<file path="src/rtl/subservient_pkg.sv">
// Shared definitions for the subservient UART transmitter: FSM encoding,
// status register bit positions and the baud divisor helper.
package subservient_pkg;

  typedef enum logic [1:0] {
    StIdle  = 2'd0,
    StStart = 2'd1,
    StData  = 2'd2,
    StStop  = 2'd3
  } tx_state_e;

  // Bit positions inside the 8-bit status register
  localparam logic [2:0] StatBusy  = 3'd0;
  localparam logic [2:0] StatFull  = 3'd1;
  localparam logic [2:0] StatEmpty = 3'd2;
  localparam logic [2:0] StatOvf   = 3'd3;

  // Clock cycles per serial bit, rounded to nearest
  function automatic int unsigned calc_div(input int unsigned clk_freq,
                                           input int unsigned baud);
    return (clk_freq + baud / 2) / baud;
  endfunction

endpackage

</file>
<file path="src/rtl/subservient_fifo.sv">
// Small synchronous FIFO with extra-MSB pointers for full/empty detection.
// The caller guarantees no push when full unless a pop happens in the same cycle.
module subservient_fifo #(
  parameter int unsigned DW = 8,
  parameter int unsigned AW = 2
) (
  input  logic          clk,
  input  logic          rst,
  input  logic          push,
  input  logic [DW-1:0] wdata,
  input  logic          pop,
  output logic [DW-1:0] rdata,
  output logic          full,
  output logic          empty
);

  localparam int unsigned Depth = 2 ** AW;

  logic [DW-1:0] mem [Depth];
  logic [AW:0]   wr_ptr_q;
  logic [AW:0]   rd_ptr_q;

  // Pointer update; pointers wrap naturally modulo 2^(AW+1)
  always_ff @(posedge clk) begin
    if (rst) begin
      wr_ptr_q <= '0;
      rd_ptr_q <= '0;
    end else begin
      if (push) wr_ptr_q <= wr_ptr_q + 1'b1;
      if (pop)  rd_ptr_q <= rd_ptr_q + 1'b1;
    end
  end

  // Storage write; a push into the slot being popped is safe since the head
  // is consumed from rdata in the same cycle
  always_ff @(posedge clk) begin
    if (push) mem[wr_ptr_q[AW-1:0]] <= wdata;
  end

  assign rdata = mem[rd_ptr_q[AW-1:0]];
  assign empty = (wr_ptr_q == rd_ptr_q);
  assign full  = (wr_ptr_q[AW] != rd_ptr_q[AW]) &&
                 (wr_ptr_q[AW-1:0] == rd_ptr_q[AW-1:0]);

endmodule

</file>
<file path="src/rtl/subservient_uart_tx.sv">
// Wishbone-attached UART transmitter with a small transmit FIFO.
// Bus requests are registered and acted on in the ack cycle, so o_q is only
// ever driven from registered state.
module subservient_uart_tx
  import subservient_pkg::*;
#(
  parameter int unsigned CLK_FREQ = 100000000,
  parameter int unsigned BAUD     = 57600,
  parameter int unsigned FIFO_AW  = 2
) (
  input  logic       wb_clk,
  input  logic       wb_rst,
  input  logic       i_wb_adr,
  input  logic [7:0] i_wb_dat,
  input  logic       i_wb_we,
  input  logic       i_wb_stb,
  output logic [7:0] o_wb_rdt,
  output logic       o_wb_ack,
  output logic       o_q
);

  localparam int unsigned Div     = calc_div(CLK_FREQ, BAUD);
  localparam int unsigned CntW    = (Div > 1) ? $clog2(Div) : 1;
  localparam logic [CntW-1:0] CntLoad = CntW'(Div - 1);

  // Bus side
  logic       ack_q;
  logic [7:0] rdt_q;
  logic       req_we_q;
  logic       req_adr_q;
  logic [7:0] req_dat_q;
  logic       ovf_q;
  logic       bus_req;
  logic       wr_req;
  logic       stat_clr;
  logic [7:0] status;

  // FIFO side
  logic       push;
  logic       pop;
  logic       full;
  logic       empty;
  logic [7:0] fifo_rdata;

  // Transmit FSM
  tx_state_e       state_q, state_d;
  logic [CntW-1:0] cnt_q, cnt_d;
  logic [2:0]      bit_q, bit_d;
  logic [7:0]      shift_q, shift_d;
  logic            q_q, q_d;
  logic            busy;

  assign bus_req  = i_wb_stb & ~ack_q;
  assign wr_req   = ack_q & req_we_q & ~req_adr_q;
  assign stat_clr = ack_q & ~req_we_q & req_adr_q;
  // A full FIFO still takes the byte when the FSM pops in the same cycle
  assign push     = wr_req & (~full | pop);
  assign busy     = (state_q != StIdle) | ~empty;

  // Status register image
  always_comb begin
    status            = '0;
    status[StatBusy]  = busy;
    status[StatFull]  = full;
    status[StatEmpty] = empty;
    status[StatOvf]   = ovf_q;
  end

  // Bus handshake: ack one cycle after a request, latch request fields
  always_ff @(posedge wb_clk) begin
    if (wb_rst) begin
      ack_q     <= 1'b0;
      rdt_q     <= 8'h00;
      req_we_q  <= 1'b0;
      req_adr_q <= 1'b0;
      req_dat_q <= 8'h00;
    end else begin
      ack_q <= bus_req;
      if (bus_req) begin
        req_we_q  <= i_wb_we;
        req_adr_q <= i_wb_adr;
        req_dat_q <= i_wb_dat;
        rdt_q     <= (!i_wb_we && i_wb_adr) ? status : 8'h00;
      end
    end
  end

  // Sticky overflow flag, cleared when a status read completes
  always_ff @(posedge wb_clk) begin
    if (wb_rst) begin
      ovf_q <= 1'b0;
    end else if (wr_req && full && !pop) begin
      ovf_q <= 1'b1;
    end else if (stat_clr) begin
      ovf_q <= 1'b0;
    end
  end

  subservient_fifo #(
    .DW (8),
    .AW (FIFO_AW)
  ) u_fifo (
    .clk   (wb_clk),
    .rst   (wb_rst),
    .push  (push),
    .wdata (req_dat_q),
    .pop   (pop),
    .rdata (fifo_rdata),
    .full  (full),
    .empty (empty)
  );

  // Transmit FSM state register; o_q is registered from the next state
  always_ff @(posedge wb_clk) begin
    if (wb_rst) begin
      state_q <= StIdle;
      cnt_q   <= '0;
      bit_q   <= '0;
      shift_q <= '0;
      q_q     <= 1'b1;
    end else begin
      state_q <= state_d;
      cnt_q   <= cnt_d;
      bit_q   <= bit_d;
      shift_q <= shift_d;
      q_q     <= q_d;
    end
  end

  // Transmit FSM next-state: each state lasts Div cycles (cnt counts down)
  always_comb begin
    state_d = state_q;
    cnt_d   = cnt_q;
    bit_d   = bit_q;
    shift_d = shift_q;
    pop     = 1'b0;
    q_d     = 1'b1;
    unique case (state_q)
      StIdle: begin
        if (!empty) begin
          pop     = 1'b1;
          shift_d = fifo_rdata;
          cnt_d   = CntLoad;
          state_d = StStart;
        end
      end
      StStart: begin
        if (cnt_q == '0) begin
          cnt_d   = CntLoad;
          bit_d   = '0;
          state_d = StData;
        end else begin
          cnt_d = cnt_q - 1'b1;
        end
      end
      StData: begin
        if (cnt_q == '0) begin
          cnt_d   = CntLoad;
          shift_d = {1'b0, shift_q[7:1]};
          if (bit_q == 3'd7) begin
            state_d = StStop;
          end else begin
            bit_d = bit_q + 1'b1;
          end
        end else begin
          cnt_d = cnt_q - 1'b1;
        end
      end
      StStop: begin
        if (cnt_q == '0) begin
          // Chain straight into the next frame to avoid an idle gap
          if (!empty) begin
            pop     = 1'b1;
            shift_d = fifo_rdata;
            cnt_d   = CntLoad;
            state_d = StStart;
          end else begin
            state_d = StIdle;
          end
        end else begin
          cnt_d = cnt_q - 1'b1;
        end
      end
      default: state_d = StIdle;
    endcase

    case (state_d)
      StStart: q_d = 1'b0;
      StData:  q_d = shift_d[0];
      default: q_d = 1'b1;
    endcase
  end

  assign o_wb_ack = ack_q;
  assign o_wb_rdt = rdt_q;
  assign o_q      = q_q;

endmodule
</file>
<file path="config.mk">
export PLATFORM = sky130hd
export DESIGN_NAME = subservient_uart_tx
export DESIGN_NICKNAME = d
export VERILOG_FILES = /design/src/rtl/subservient_pkg.sv /design/src/rtl/subservient_fifo.sv /design/src/rtl/subservient_uart_tx.sv
export SDC_FILE = /design/constraint.sdc
export NUM_CORES = 1
export LEC_CHECK = 0
export ABC_CLOCK_PERIOD_IN_PS = 3160
export CORE_MARGIN = 2
export CORE_UTILIZATION = 50
export CTS_CLUSTER_DIAMETER = 30
export CTS_CLUSTER_SIZE = 10
export DETAILED_ROUTE_END_ITERATION = 8
export DONT_BUFFER_PORTS = 1
export SLEW_MARGIN = 20
export SYNTH_ARGS = -nofsm -noshare
export SYNTH_HDL_FRONTEND = slang
export SYNTH_SLANG_ARGS = --single-unit
</file>
<file path="constraint.sdc">
create_clock -name wb_clk -period 3.16 [get_ports wb_clk]
set_clock_uncertainty 0.1 [all_clocks]
set_input_delay 0.316 -clock wb_clk [delete_from_list [all_inputs] [get_ports wb_clk]]
set_output_delay 0.316 -clock wb_clk [all_outputs]
set_load 0.01 [all_outputs]
</file>
==> impl_metrics.yaml <==
timing:
  fmax_mhz: 388
  setup_viol: 0
  rsz0062_at_grt: "no"
  relSlewSlack: 0.453
  hold_viol_final: 0
  worst_slew_pin_slew_ns: 0.819
  finalMaxSlewViolations: 0
  period_minus_slack_ns: 2.58
  fin_crit_sh: 0.816
  fin_tns_setup_ns: 0
place:
  dp_hpwl_microns: 5440
  place.gp.congestion: 0.845
  port_buffers: 0
  dp.cells: 440
final_layout:
  syn2layout_area_growth_pct: 10.1
  layout.nets: 391
  final_core_util: 0.575
  drive_above_1_share: 0.122
  final_common_cell: "dfxtp_1"
  n_antenna_cell: 0
  finalNonFillerCells: 468
  final_cell_mix: "dfxtp_1, nand2_1, edfxtp_1, a21oi_1, nor2_1"
floorplan:
  die_x_microns: 91.5
  die_y_microns: 91.5
  rows: 31
  core_area_sq_mm: 0.00733
  die_area_sq_mm: 0.00837
  initial_core_util: 0.522
  ios: 23
route:
  num_vias: 2718
  drt_iter0_markers: 101
  routed_wl_microns: 7990
  ant_nets: 0
  viasPerCell: 5.81
  route.detailed.drc: 0
  detail_route.wl_per_cell_microns: 17.1
  drt_first_pass_iters: 4
logic_synthesis:
  syn_inst: 358
  yosysWarnings: 0
  synth_area_sq_mm: 0.00383
  synth.avg_cell_area_sq_um: 10.7
  synth_edf_count: 32
  async_flop_share: 0
  yosysTopAreaCellShare: 0.256
  yosysTopAreaCell: "dfxtp_1"
  synth_cell_types: 58
  synth-seq-cells: 81
  yosysSeqAreaShare: 0.508
  synthFlopType: "dfxtp_1"
  ys_top_cells_by_area: "dfxtp_1, edfxtp_1, mux4_2"
run_status:
  status: "finished clean"
worst_setup_path:
  required_ns: 3.32
  arrival_ns: 2.74
  max_stage_delay_ns: 0.60
  timing.rr.end: "cnt_q[8]"
  timing.reg2reg.setup_slack_ns: 0.58
  timing.rr.start: "state_q[1]"
  cp_max_fo: 9
  crit_path_start_kind: "register"
  r2r_cells: 6
  critPathKind: "register to register"
  cp-startpoint: "state_q[1]"
  path_cells: "inv_1, ha_1, nor2_1, nor3_1, o21ai_0, a311oi_1"
  cp-end-kind: "register"
  cp_slowest_cell: "nor3_1"
clocking:
  cts_setup_buffers: 0
  insertion_delay_ns: 0.35
  path_clk_slew_ns: 0.09
  clock-sinks: 81
  clockBufferDepth: 2
  cts_max_level: 3
  cts_buffers: 9
  cts_tree: "done"
  cts_root_buf: "clkbuf_8"
grt:
  grt_pass1_vias: 2633
  grt_first_pass_wirelength_microns: 13300
  grt_overflow: 0
  grt_max_degree: 42
  antenna_found_initial: 0
  globalRouteTotalUtil: 0.204
run:
  maxCapViolCount: 0
worst_hold_path:
  min_path_cells: 3
  hold_end: "u_fifo.wr_ptr_q[2]"
  hold_class: "input port to register"
  hp-start: "wb_rst"
power_and_ir_drop:
  p_total_mw: 3.25
  powerDensity_mw_per_mm2: 771
  max-vdd-ir-drop_mv: 0.342
  p_leak_nw: 1.49
## cell usage after synthesis (4+ instances only)
cell	n
nand2_1	39
nand3_1	4
inv_1	10
o21ai_0	8
and2_1	4
a311oi_1	4
mux4_2	8
dfxtp_1	49
nor2_1	24
xnor2_1	8
clkbuf_1	15
o31ai_1	4
xor2_1	4
a21o_1	7
a22oi_1	9
nor3_1	14
buf_4	4
o22ai_1	4
nand4_1	4
edfxtp_1	32
a21oi_1	28
nor4_1	8
ha_1	14
## registers in the layout, indices dropped and copies added (netlist names), named ones only
name	cells
bit_q	3
cnt_q	11
o_q	1
o_wb_ack	1
o_wb_rdt	4
ovf_q	1
req_adr_q	1
req_dat_q	8
req_we_q	1
shift_q	8
state_q	2
u_fifo.mem	32
u_fifo.rd_ptr_q	3
u_fifo.wr_ptr_q	3
## what timing repair did
action                     in CTS  in global routing
setup endpoints to repair       0                  0
hold endpoints to repair       42                  0
hold buffers                   12                  0
gates resized for setup         0                  0
## report_power, final
group	internal, mW	leakage (nW)	switching, mW
sequential	1.17	0.690	0.109
combinational	0.453	0.694	0.714
clock	0.380	0.106	0.417
## stage by stage
step | hold WS (ns) | instance area [sq um] | setup WS [ns]
after CTS | 0.0425 | 4210 | 0.539
after global routing | 0.0537 | 4210 | 0.344
after detailed placement | 0.290 | 3870 | 0.568
final | 0.0601 | 4210 | 0.581
after global placement | 0.290 | 3870 | 0.618
after floorplan | 0.336 | 3840 | 0.831
## layer usage
layer / global-route usage / share of wire
met1: 0.288 / 0.49
met2: 0.319 / 0.47
met3: 0.0332 / 0.034
met4: 0.0720 / 0.012
met5: 0 / 0
## critical path, delay by kind of cell, from the launching register on
kind / cells / cell delay [ns]
flops: 1 / 0.48
buf+inv: 1 / 0.15
simple gates: 2 / 0.80
compound gates: 2 / 0.47
fa+ha+maj: 1 / 0.49
## how the worst max path moves through the flow
stage                     cells past startpoint                to
after floorplan                               6  u_fifo.mem[3][0]
after global placement                        7  u_fifo.mem[0][2]
after detailed placement                      7  u_fifo.mem[0][3]
after CTS                                     7  u_fifo.mem[1][0]
after global routing                          7  u_fifo.mem[3][0]
final                                         6          cnt_q[8]
## cells by family after synthesis
group / after synthesis / share of synthesized area
adders and majority gates: 14 / 0.0458
DFF: 81 / 0.508
xor gates and xnor gates: 12 / 0.0275
muxes: 10 / 0.0523
and+or+nand+nor: 117 / 0.159
other: 1 / 0.000980
buffers and inverters: 35 / 0.0428
AOI/OAI and AO/OA: 88 / 0.164
## area by class of cell
type	count	area, sq um
sequential	81	1940
inverter	10	37.5
multi-input combinational	245	1730
clock inverter	7	85.1
tap	99	124
timing repair buffer	17	168
fill	622	3120
clock buffer	9	124
Power figures use the tool's default switching activity.
